$ cat src/rtl/sd_dispatcher_if.sv
// Bundle of the operand-queue, datapath-load and control-unit handshake signals of sd_dispatcher.
// The master side belongs to the producer/control unit; the slave side belongs to the dispatcher.
interface sd_dispatcher_if #(
  parameter int N = 8
);
  logic         in_valid;
  logic         in_ready;
  logic [N-1:0] in_a;
  logic [N-1:0] in_b;
  logic [N-1:0] in_c;
  logic         ld_en;
  logic [N-1:0] ld_a;
  logic [N-1:0] ld_b;
  logic [N-1:0] ld_c;
  logic         xs;
  logic         fin;
  logic         busy;
  logic [7:0]   jobs_done;
  logic         err;

  modport master (
    output in_valid, in_a, in_b, in_c, fin,
    input  in_ready, ld_en, ld_a, ld_b, ld_c, xs, busy, jobs_done, err
  );

  modport slave (
    input  in_valid, in_a, in_b, in_c, fin,
    output in_ready, ld_en, ld_a, ld_b, ld_c, xs, busy, jobs_done, err
  );
endinterface

$ cat src/rtl/sd_dispatcher.sv
// Queues operand triples and issues them one at a time: load the datapath, pulse xs, wait for fin.
// Optional WAIT watchdog enabled by defining SD_DISPATCH_TIMEOUT_EN.
module sd_dispatcher #(
  parameter int N       = 8,
  parameter int DEPTH   = 4,
  parameter int TIMEOUT = 32
) (
  input  logic           clk,
  input  logic           reset,
  sd_dispatcher_if.slave bus
);
  localparam int PW = (DEPTH > 1) ? $clog2(DEPTH) : 1;
  localparam int CW = PW + 1;

  typedef enum logic [2:0] {IDLE, LOAD, START, WAIT, DONE} state_t;

  state_t state_q, state_d;

  logic [3*N-1:0] mem_q [DEPTH];
  logic [3*N-1:0] mem_d [DEPTH];
  logic [PW-1:0]  wr_ptr_q, wr_ptr_d;
  logic [PW-1:0]  rd_ptr_q, rd_ptr_d;
  logic [CW-1:0]  count_q, count_d;
  logic           in_ready;
  logic           push;
  logic           pop;
  logic [3*N-1:0] head;

  logic           ld_en_q, ld_en_d;
  logic [N-1:0]   ld_a_q, ld_a_d;
  logic [N-1:0]   ld_b_q, ld_b_d;
  logic [N-1:0]   ld_c_q, ld_c_d;
  logic           xs_q, xs_d;
  logic [7:0]     jobs_q, jobs_d;

`ifdef SD_DISPATCH_TIMEOUT_EN
  localparam int WW = $clog2(TIMEOUT + 1);
  logic [WW-1:0]  wd_q, wd_d;
  logic           err_q, err_d;
  logic           timeout_hit;
`endif

  assign in_ready = (count_q != CW'(DEPTH));
  assign push     = bus.in_valid && in_ready;
  assign pop      = (state_q == LOAD);
  assign head     = mem_q[rd_ptr_q];

  // Operand FIFO; pointers wrap naturally because DEPTH is a power of two.
  always_comb begin
    mem_d = mem_q;
    if (push) begin
      mem_d[wr_ptr_q] = {bus.in_a, bus.in_b, bus.in_c};
    end
    wr_ptr_d = wr_ptr_q + PW'(push);
    rd_ptr_d = rd_ptr_q + PW'(pop);
    count_d  = count_q + CW'(push) - CW'(pop);
  end

  always_comb begin
    state_d = state_q;
`ifdef SD_DISPATCH_TIMEOUT_EN
    timeout_hit = 1'b0;
`endif
    case (state_q)
      IDLE:  if (count_q != '0) state_d = LOAD;
      LOAD:  state_d = START;
      START: state_d = WAIT;
      WAIT: begin
        if (bus.fin) begin
          state_d = DONE;
        end
`ifdef SD_DISPATCH_TIMEOUT_EN
        else if (wd_q == WW'(TIMEOUT - 1)) begin
          state_d     = IDLE;
          timeout_hit = 1'b1;
        end
`endif
      end
      DONE:    state_d = IDLE;
      default: state_d = IDLE;
    endcase
  end

  // Strobes are registered, so ld_en/ld_* appear on the edge that pops the head and xs follows one cycle later.
  always_comb begin
    ld_en_d = (state_q == LOAD);
    ld_a_d  = ld_a_q;
    ld_b_d  = ld_b_q;
    ld_c_d  = ld_c_q;
    if (state_q == LOAD) begin
      ld_a_d = head[3*N-1:2*N];
      ld_b_d = head[2*N-1:N];
      ld_c_d = head[N-1:0];
    end
    xs_d   = (state_q == START);
    jobs_d = jobs_q + {7'd0, (state_q == DONE)};
  end

  always_ff @(posedge clk or posedge reset) begin
    if (reset) begin
      state_q  <= IDLE;
      wr_ptr_q <= '0;
      rd_ptr_q <= '0;
      count_q  <= '0;
      for (int i = 0; i < DEPTH; i++) begin
        mem_q[i] <= '0;
      end
      ld_en_q  <= 1'b0;
      ld_a_q   <= '0;
      ld_b_q   <= '0;
      ld_c_q   <= '0;
      xs_q     <= 1'b0;
      jobs_q   <= '0;
    end else begin
      state_q  <= state_d;
      wr_ptr_q <= wr_ptr_d;
      rd_ptr_q <= rd_ptr_d;
      count_q  <= count_d;
      mem_q    <= mem_d;
      ld_en_q  <= ld_en_d;
      ld_a_q   <= ld_a_d;
      ld_b_q   <= ld_b_d;
      ld_c_q   <= ld_c_d;
      xs_q     <= xs_d;
      jobs_q   <= jobs_d;
    end
  end

`ifdef SD_DISPATCH_TIMEOUT_EN
  // Watchdog restarts on every entry to WAIT; err stays set until reset.
  always_comb begin
    wd_d = wd_q;
    if (state_q == START) begin
      wd_d = '0;
    end else if (state_q == WAIT) begin
      wd_d = wd_q + WW'(1);
    end
    err_d = err_q | timeout_hit;
  end

  always_ff @(posedge clk or posedge reset) begin
    if (reset) begin
      wd_q  <= '0;
      err_q <= 1'b0;
    end else begin
      wd_q  <= wd_d;
      err_q <= err_d;
    end
  end

  assign bus.err = err_q;
`else
  assign bus.err = 1'b0;
`endif

  assign bus.in_ready  = in_ready;
  assign bus.ld_en     = ld_en_q;
  assign bus.ld_a      = ld_a_q;
  assign bus.ld_b      = ld_b_q;
  assign bus.ld_c      = ld_c_q;
  assign bus.xs        = xs_q;
  assign bus.busy      = (state_q != IDLE);
  assign bus.jobs_done = jobs_q;
endmodule
$ cat src/flat_wrapper.sv
// flat-port wrapper written by rule: the top's interface ports become plain ports
module sd_dispatcher_flat 
#(
  parameter int N       = 8,
  parameter int DEPTH   = 4,
  parameter int TIMEOUT = 32
)
  (clk, reset, bus_in_valid, bus_in_a, bus_in_b, bus_in_c, bus_fin, bus_in_ready, bus_ld_en, bus_ld_a, bus_ld_b, bus_ld_c, bus_xs, bus_busy, bus_jobs_done, bus_err);
  sd_dispatcher_if #(.N(N)) bus_i ();
  input  logic clk;
  input  logic reset;
  input wire logic [$bits(bus_i.in_valid)-1:0] bus_in_valid;
  input wire logic [$bits(bus_i.in_a)-1:0] bus_in_a;
  input wire logic [$bits(bus_i.in_b)-1:0] bus_in_b;
  input wire logic [$bits(bus_i.in_c)-1:0] bus_in_c;
  input wire logic [$bits(bus_i.fin)-1:0] bus_fin;
  output wire logic [$bits(bus_i.in_ready)-1:0] bus_in_ready;
  output wire logic [$bits(bus_i.ld_en)-1:0] bus_ld_en;
  output wire logic [$bits(bus_i.ld_a)-1:0] bus_ld_a;
  output wire logic [$bits(bus_i.ld_b)-1:0] bus_ld_b;
  output wire logic [$bits(bus_i.ld_c)-1:0] bus_ld_c;
  output wire logic [$bits(bus_i.xs)-1:0] bus_xs;
  output wire logic [$bits(bus_i.busy)-1:0] bus_busy;
  output wire logic [$bits(bus_i.jobs_done)-1:0] bus_jobs_done;
  output wire logic [$bits(bus_i.err)-1:0] bus_err;
  assign bus_i.in_valid = bus_in_valid;
  assign bus_i.in_a = bus_in_a;
  assign bus_i.in_b = bus_in_b;
  assign bus_i.in_c = bus_in_c;
  assign bus_i.fin = bus_fin;
  assign bus_in_ready = bus_i.in_ready;
  assign bus_ld_en = bus_i.ld_en;
  assign bus_ld_a = bus_i.ld_a;
  assign bus_ld_b = bus_i.ld_b;
  assign bus_ld_c = bus_i.ld_c;
  assign bus_xs = bus_i.xs;
  assign bus_busy = bus_i.busy;
  assign bus_jobs_done = bus_i.jobs_done;
  assign bus_err = bus_i.err;
  sd_dispatcher #(.N(N), .DEPTH(DEPTH), .TIMEOUT(TIMEOUT)) u_core (.clk(clk), .reset(reset), .bus(bus_i));
endmodule
$ cat config.mk
export PLATFORM = sky130hd
export DESIGN_NAME = sd_dispatcher_flat
export DESIGN_NICKNAME = d
export VERILOG_FILES = /design/src/rtl/sd_dispatcher_if.sv /design/src/rtl/sd_dispatcher.sv /design/src/flat_wrapper.sv
export SDC_FILE = /design/constraint.sdc
export NUM_CORES = 1
export LEC_CHECK = 0
export BUFFER_PORTS_ARGS = -buffer_cell sky130_fd_sc_hd__clkbuf_2
export CORE_MARGIN = 3
export CORE_UTILIZATION = 30
export CTS_BUF_LIST = sky130_fd_sc_hd__clkbuf_16
export DETAILED_ROUTE_END_ITERATION = 7
export GPL_TIMING_DRIVEN = 1
export PLACE_DENSITY = 0.45
export SYNTH_ARGS = -nofsm -noshare
export SYNTH_HDL_FRONTEND = slang
export SYNTH_SLANG_ARGS = --single-unit
$ cat constraint.sdc
create_clock -name clk -period 3.93 [get_ports clk]
set_clock_uncertainty 0.05 [all_clocks]
set_input_delay 0.393 -clock clk [delete_from_list [all_inputs] [get_ports clk]]
set_output_delay 0.393 -clock clk [all_outputs]
set_load 0.01 [all_outputs]
---- Word-level counts from Yosys, hierarchy flattened ----
Cells that the tools add are included.
word-level totals
  bits of input ports ..................... 28
  logic and storage cells ................. 46
  flip-flop bits (word level) ............. 140
  output and inout bits ................... 37
operators by class
  $add $sub $neg .......................... 5
  reductions and logical operators ........ 6
  equal/unequal tests ..................... 7
  $lt $le $gt $ge ......................... 3
  bitwise operators ....................... 2
  mux-type cells .......................... 9
operators with widths
  kind                                                                     count
  96-bit bitwise mux                                                       1
  24-bit 2-to-1 mux                                                        3
  24-bit binary-select mux with 2-bit select                               1
  24-bit demux with 2-bit select                                           1
  3-bit case mux with 4 select lines                                       1
  8-bit by 1-bit adder with 8-bit output                                   1
  3-bit by 2-bit equality test with 1-bit output, second input constant    2
  3-bit greater-or-equal comparator, second input constant                 2
  3-bit 2-to-1 mux                                                         2
  2-bit inverter with 3-bit output                                         2
  3-bit nonzero test                                                       2
  2-bit by 1-bit adder with 2-bit output                                   2
  3-bit by 1-bit adder with 3-bit output                                   1
  3-bit by 1-bit equality test with 1-bit output, second input constant    1
  3-bit equality test, second input constant                               1
  3-bit logical NOT                                                        1
  3-bit by 1-bit < comparator with 1-bit output, second input constant     1
  3-bit inequality test, second input constant                             1
  3-bit by 1-bit subtractor with 3-bit output                              1
  1-bit logical AND                                                        2
  2-bit by 1-bit inequality test with 1-bit output, second input constant  1
  2-bit inequality test, second input constant                             1
  2-bit AND reduction                                                      1

---- Logic depth before layout (Yosys ltp) ----
  word-level depth ........................ 6
  mapped depth ............................ 9
  gate-level depth less buffers ........... 8

---- Least setup slack after synthesis ----
No wires, ideal clock.
  path type ............................... register to register
  start ................................... reg u_core.state_q[0]
  end ..................................... reg u_core.count_q[2]
  path buffers ............................ 2
  data arrival time ....................... 2041 ps
  cell stages (with the launch flop) ...... 10
  required time ........................... 3757 ps
  clock period less this slack ............ 2214 ps
  library setup time ...................... 123 ps
  setup slack ............................. 1716 ps
  cell sequence ........................... dfrtp_1 -> or3b_1 -> buf_2 -> clkbuf_1 -> nand2_1 -> nand2_1 -> ha_1 -> fa_1 -> xnor2_1 -> xnor2_1
on the way
  longest elaborated chain between the ends .. 2
ends and longest elaborated chain
  what                                            RTL line              source
  start: declaration                              sd_dispatcher.sv:17   state_t state_q, state_d;
  start signal: assignment                        sd_dispatcher.sv:115  state_q <= state_d;
  3-bit by 1-bit equality test with 1-bit output  sd_dispatcher.sv:45   assign pop = (state_q == LOAD);
  3-bit by 1-bit subtractor with 3-bit output     sd_dispatcher.sv:56   count_d = count_q + CW'(push) - CW'(pop);
  named net u_core.count_d[2]                     sd_dispatcher.sv:23   logic [CW-1:0] count_q, count_d;
  end signal: assignment                          sd_dispatcher.sv:118  count_q <= count_d;
  end: declaration                                sd_dispatcher.sv:23
The timed path passes the listed nets, and every way through them passes these cells.
A chain may end at the register's enable or synchronous reset.

---- Worst setup path after layout ----
  start ................................... reg u_core.state_q[0]
  end ..................................... reg u_core.count_q[2]
on the way
  longest elaborated chain between the ends .. 2
ends and longest elaborated chain
  what                                            RTL line             source
  3-bit by 1-bit equality test with 1-bit output  n/a
  named net u_core.ld_en_d                        sd_dispatcher.sv:29  logic ld_en_q, ld_en_d;
  3-bit by 1-bit subtractor with 3-bit output     sd_dispatcher.sv:56
  named net u_core.count_d[2]                     sd_dispatcher.sv:23
The timed path passes the listed nets, and every way through them passes these cells.

==> impl_metrics.yaml <==
outcome:
  run_status: "complete, no violations"
die:
  die-width_um: 148
  coreArea_um2: 19600
  fp.dieH_um: 148
  start_util: 0.307
  rows: 51
  ios: 65
  die_area_um2: 21800
yosys:
  synth-edff-count: 0
  yosys-top-cells-area: "dfrtp_1 (58%), mux2_2 (13%), mux2i_1 (8.0%)"
  syn_area_per_cell_um2: 14.6
  synth_flop_cell: "dfrtp_1"
  yosysSeqAreaShare: 0.583
  ys_warn_count: 0
  async_flop_share: 1.00
  syn_area_um2: 6010
  synth_top_area_frac: 0.583
  synth_nets: 445
  ys_ff_latch: 140
  syn_inst: 412
  synthDistinctLibCells: 36
  synth_top_cell_by_area: "dfrtp_1"
  yosys.cell_count.top_type: "dfrtp_1"
  ys_top_cells_by_count: "dfrtp_1 (140), mux2_2 (68), mux2i_1 (48), nand2_1 (31), o221ai_1 (24)"
timing:
  drv_slew: 0
  slew_headroom: 0.298
  worst_pin_slew_ns: 1.05
  finalHoldViolations: 0
  fmax_ghz: 0.375
  fin_crit_sh: 0.678
  post-route-min-period_ns: 2.66
  rsz0062_at_grt: "no"
  hold_ws_ns: 0.149
  final.setup.worst_slack_ns: 1.27
  setup_tns_ns: 0
  setup_violations: 0
routing:
  drc: 0
  wl_per_cell_um: 17.4
  dr.pass1.iters: 4
  ant_nets: 0
  viasPerCell: 4.67
  routed_wirelength_um: 13100
  via_count: 3529
  dr.first_iter.drc_count: 120
setup_path:
  arrival_ns: 2.93
  reg2reg_slack_ns: 1.27
  crit_type: "reg -> reg"
  crit_start: "u_core.state_q[0]$_DFFE_PP0P_"
  reg2regPathDepth: 9
  path_common_cell: "xnor2_1"
  crit_path_end_kind: "flip-flop"
  critPathMaxStageDelay_ns: 0.54
  crit_path_top_delay_cell: "or3b_1"
  crit_chain: "or3b_1 > buf_4 > inv_2 > nand2b_1 > nand2_1 > ha_1 > fa_1 > xnor2_1 > xnor2_1"
  rr_endpoint: "u_core.count_q[2]$_DFF_PP0_"
  crit_fanout: 16
  r2r-start: "u_core.state_q[0]$_DFFE_PP0P_"
  cp-start-kind: "flip-flop"
  crit_required_ns: 4.20
clock_tree:
  h-tree-depth: 4
  cts_root_buf: "clkbuf_16"
  path_clk_slew_ns: 0.06
  clockBufferDepth: 2
  cts_tree: "built"
  insertion_delay_ns: 0.41
  cts_resized: 0
  numCtsBuffers: 17
  cts.sinks: 140
global_routing:
  groute.usage.overall: 0.127
  grt_pass1_vias: 3800
  grt-ovfl-total: 0
  grt_start_max_net_pins: 93
  grt_pass1_wl_um: 21300
  antenna_found_initial: 1
worst_hold_path:
  min_from: "bus_fin"
  hold_path_class: "in -> reg"
  holdPathEnd: "u_core.state_q[1]$_DFFE_PP0P_"
  whs_path_depth: 2
pwr:
  leakage_nw: 3.36
  peakVddDrop_mv: 0.393
  power.density_nw_per_um2: 887
cells_and_area:
  antenna_cells: 0
  final_cells: 755
  nFillCells: 1907
  drive_above_1_share: 0.400
  syn_to_final_growth_pct: 20.3
  nets: 510
place:
  post-place-ws_ns: 1.29
  port-buffer-count: 63
  hpwlAfterDp_um: 8220
  globalplace.congestion: 0.680
  dp.cells: 722
flow_run:
  cap_violations: 0
## where the power goes
| group | leakage, nW | switching, mW | internal (mW) | total, mW |
|---|---|---|---|---|
| clock | 0.306 | 0.591 | 1.11 | 1.70 |
| sequential | 1.69 | 0.439 | 2.15 | 2.59 |
| combinational | 1.36 | 0.969 | 1.15 | 2.11 |
| total | 3.36 | 2.00 | 4.41 | 6.41 |
## flip-flops by register name (all words and copies together), names as in the netlist, 3 cells and up
name and cells:
u_core.bus.ld_b 8, u_core.bus.ld_a 8, u_core.state_q 3, u_core.count_q 3, u_core.bus.ld_c 8, u_core.bus.jobs_done 8
u_core.mem_q 96
## through the flow
step                      area [um2]  total power, mW  utilization
after floorplan                 6010             4.16            -
after global placement          6590             4.71        0.336
after detailed placement        6590             4.79        0.336
after CTS                       7220             6.52        0.369
after global routing            7220             6.84        0.369
final                           7220             6.41        0.369
## worst max-delay path: cells and delay by family (launching register included)
kind                       cells  cell delay (ns)
xor gates and xnor gates       2             0.34
adders and majority gates      2             0.57
buffers and inverters          2             0.42
DFF                            1             0.45
and+or+nand+nor                3             0.73
## placed cells by master (no fill, tap or decap), types with 5 or more instances in the layout
master,count
mux2_4,20
xor2_1,5
clkbuf_2,63
nand2_1,31
o221ai_1,24
clkbuf_16,17
mux2i_1,48
mux2_1,8
xnor2_1,5
dfrtp_1,139
bufinv_16,5
mux2_2,68
buf_4,7
## layer usage
metal | routed length, um | up-vias | GRT usage
met5 | 13 | - | 0
met4 | 119 | 2 | 0.0322
met3 | 543 | 12 | 0.0402
met2 | 6250 | 63 | 0.205
met1 | 6200 | 1846 | 0.167
li1 | - | 1606 | -
## final cells by class
class / count / area, um2 / area share
well taps: 265 / 332 / 0.0459
repair buffers: 72 / 398 / 0.0551
clock inverters: 15 / 204 / 0.0282
multi-input cells: 242 / 2340 / 0.324
clock buffers: 17 / 425 / 0.0589
flip-flops and latches: 140 / 3500 / 0.485
inverters: 4 / 18.8 / 0.00260
## logic make-up after synthesis
logic type,after synthesis,synth area share
flops,140,0.583
compound gates,27,0.0387
other cells,1,0.000624
mux,144,0.272
fa+ha+maj,5,0.0117
xor+xnor,10,0.0146
simple gates,55,0.0456
buf+inv,30,0.0331
## repair_timing
| action | CTS | global route |
|---|---|---|
| hold buffers | 1 | 0 |
| hold endpoints to repair | 7 | 0 |
| setup buffers | 0 | 0 |
## worst max path at each step
stage,end,slack (ns),cells past startpoint
floorplan,u_core.count_q[2]$_DFF_PP0_,1.72,9
global placement,u_core.count_q[2]$_DFF_PP0_,1.42,9
detailed placement,u_core.count_q[2]$_DFF_PP0_,1.29,9
CTS,u_core.count_q[2]$_DFF_PP0_,1.25,9
global route,u_core.count_q[2]$_DFF_PP0_,1.09,9
finish,u_core.count_q[2]$_DFF_PP0_,1.27,9
Note: power is estimated with default switching activity, not from simulation.
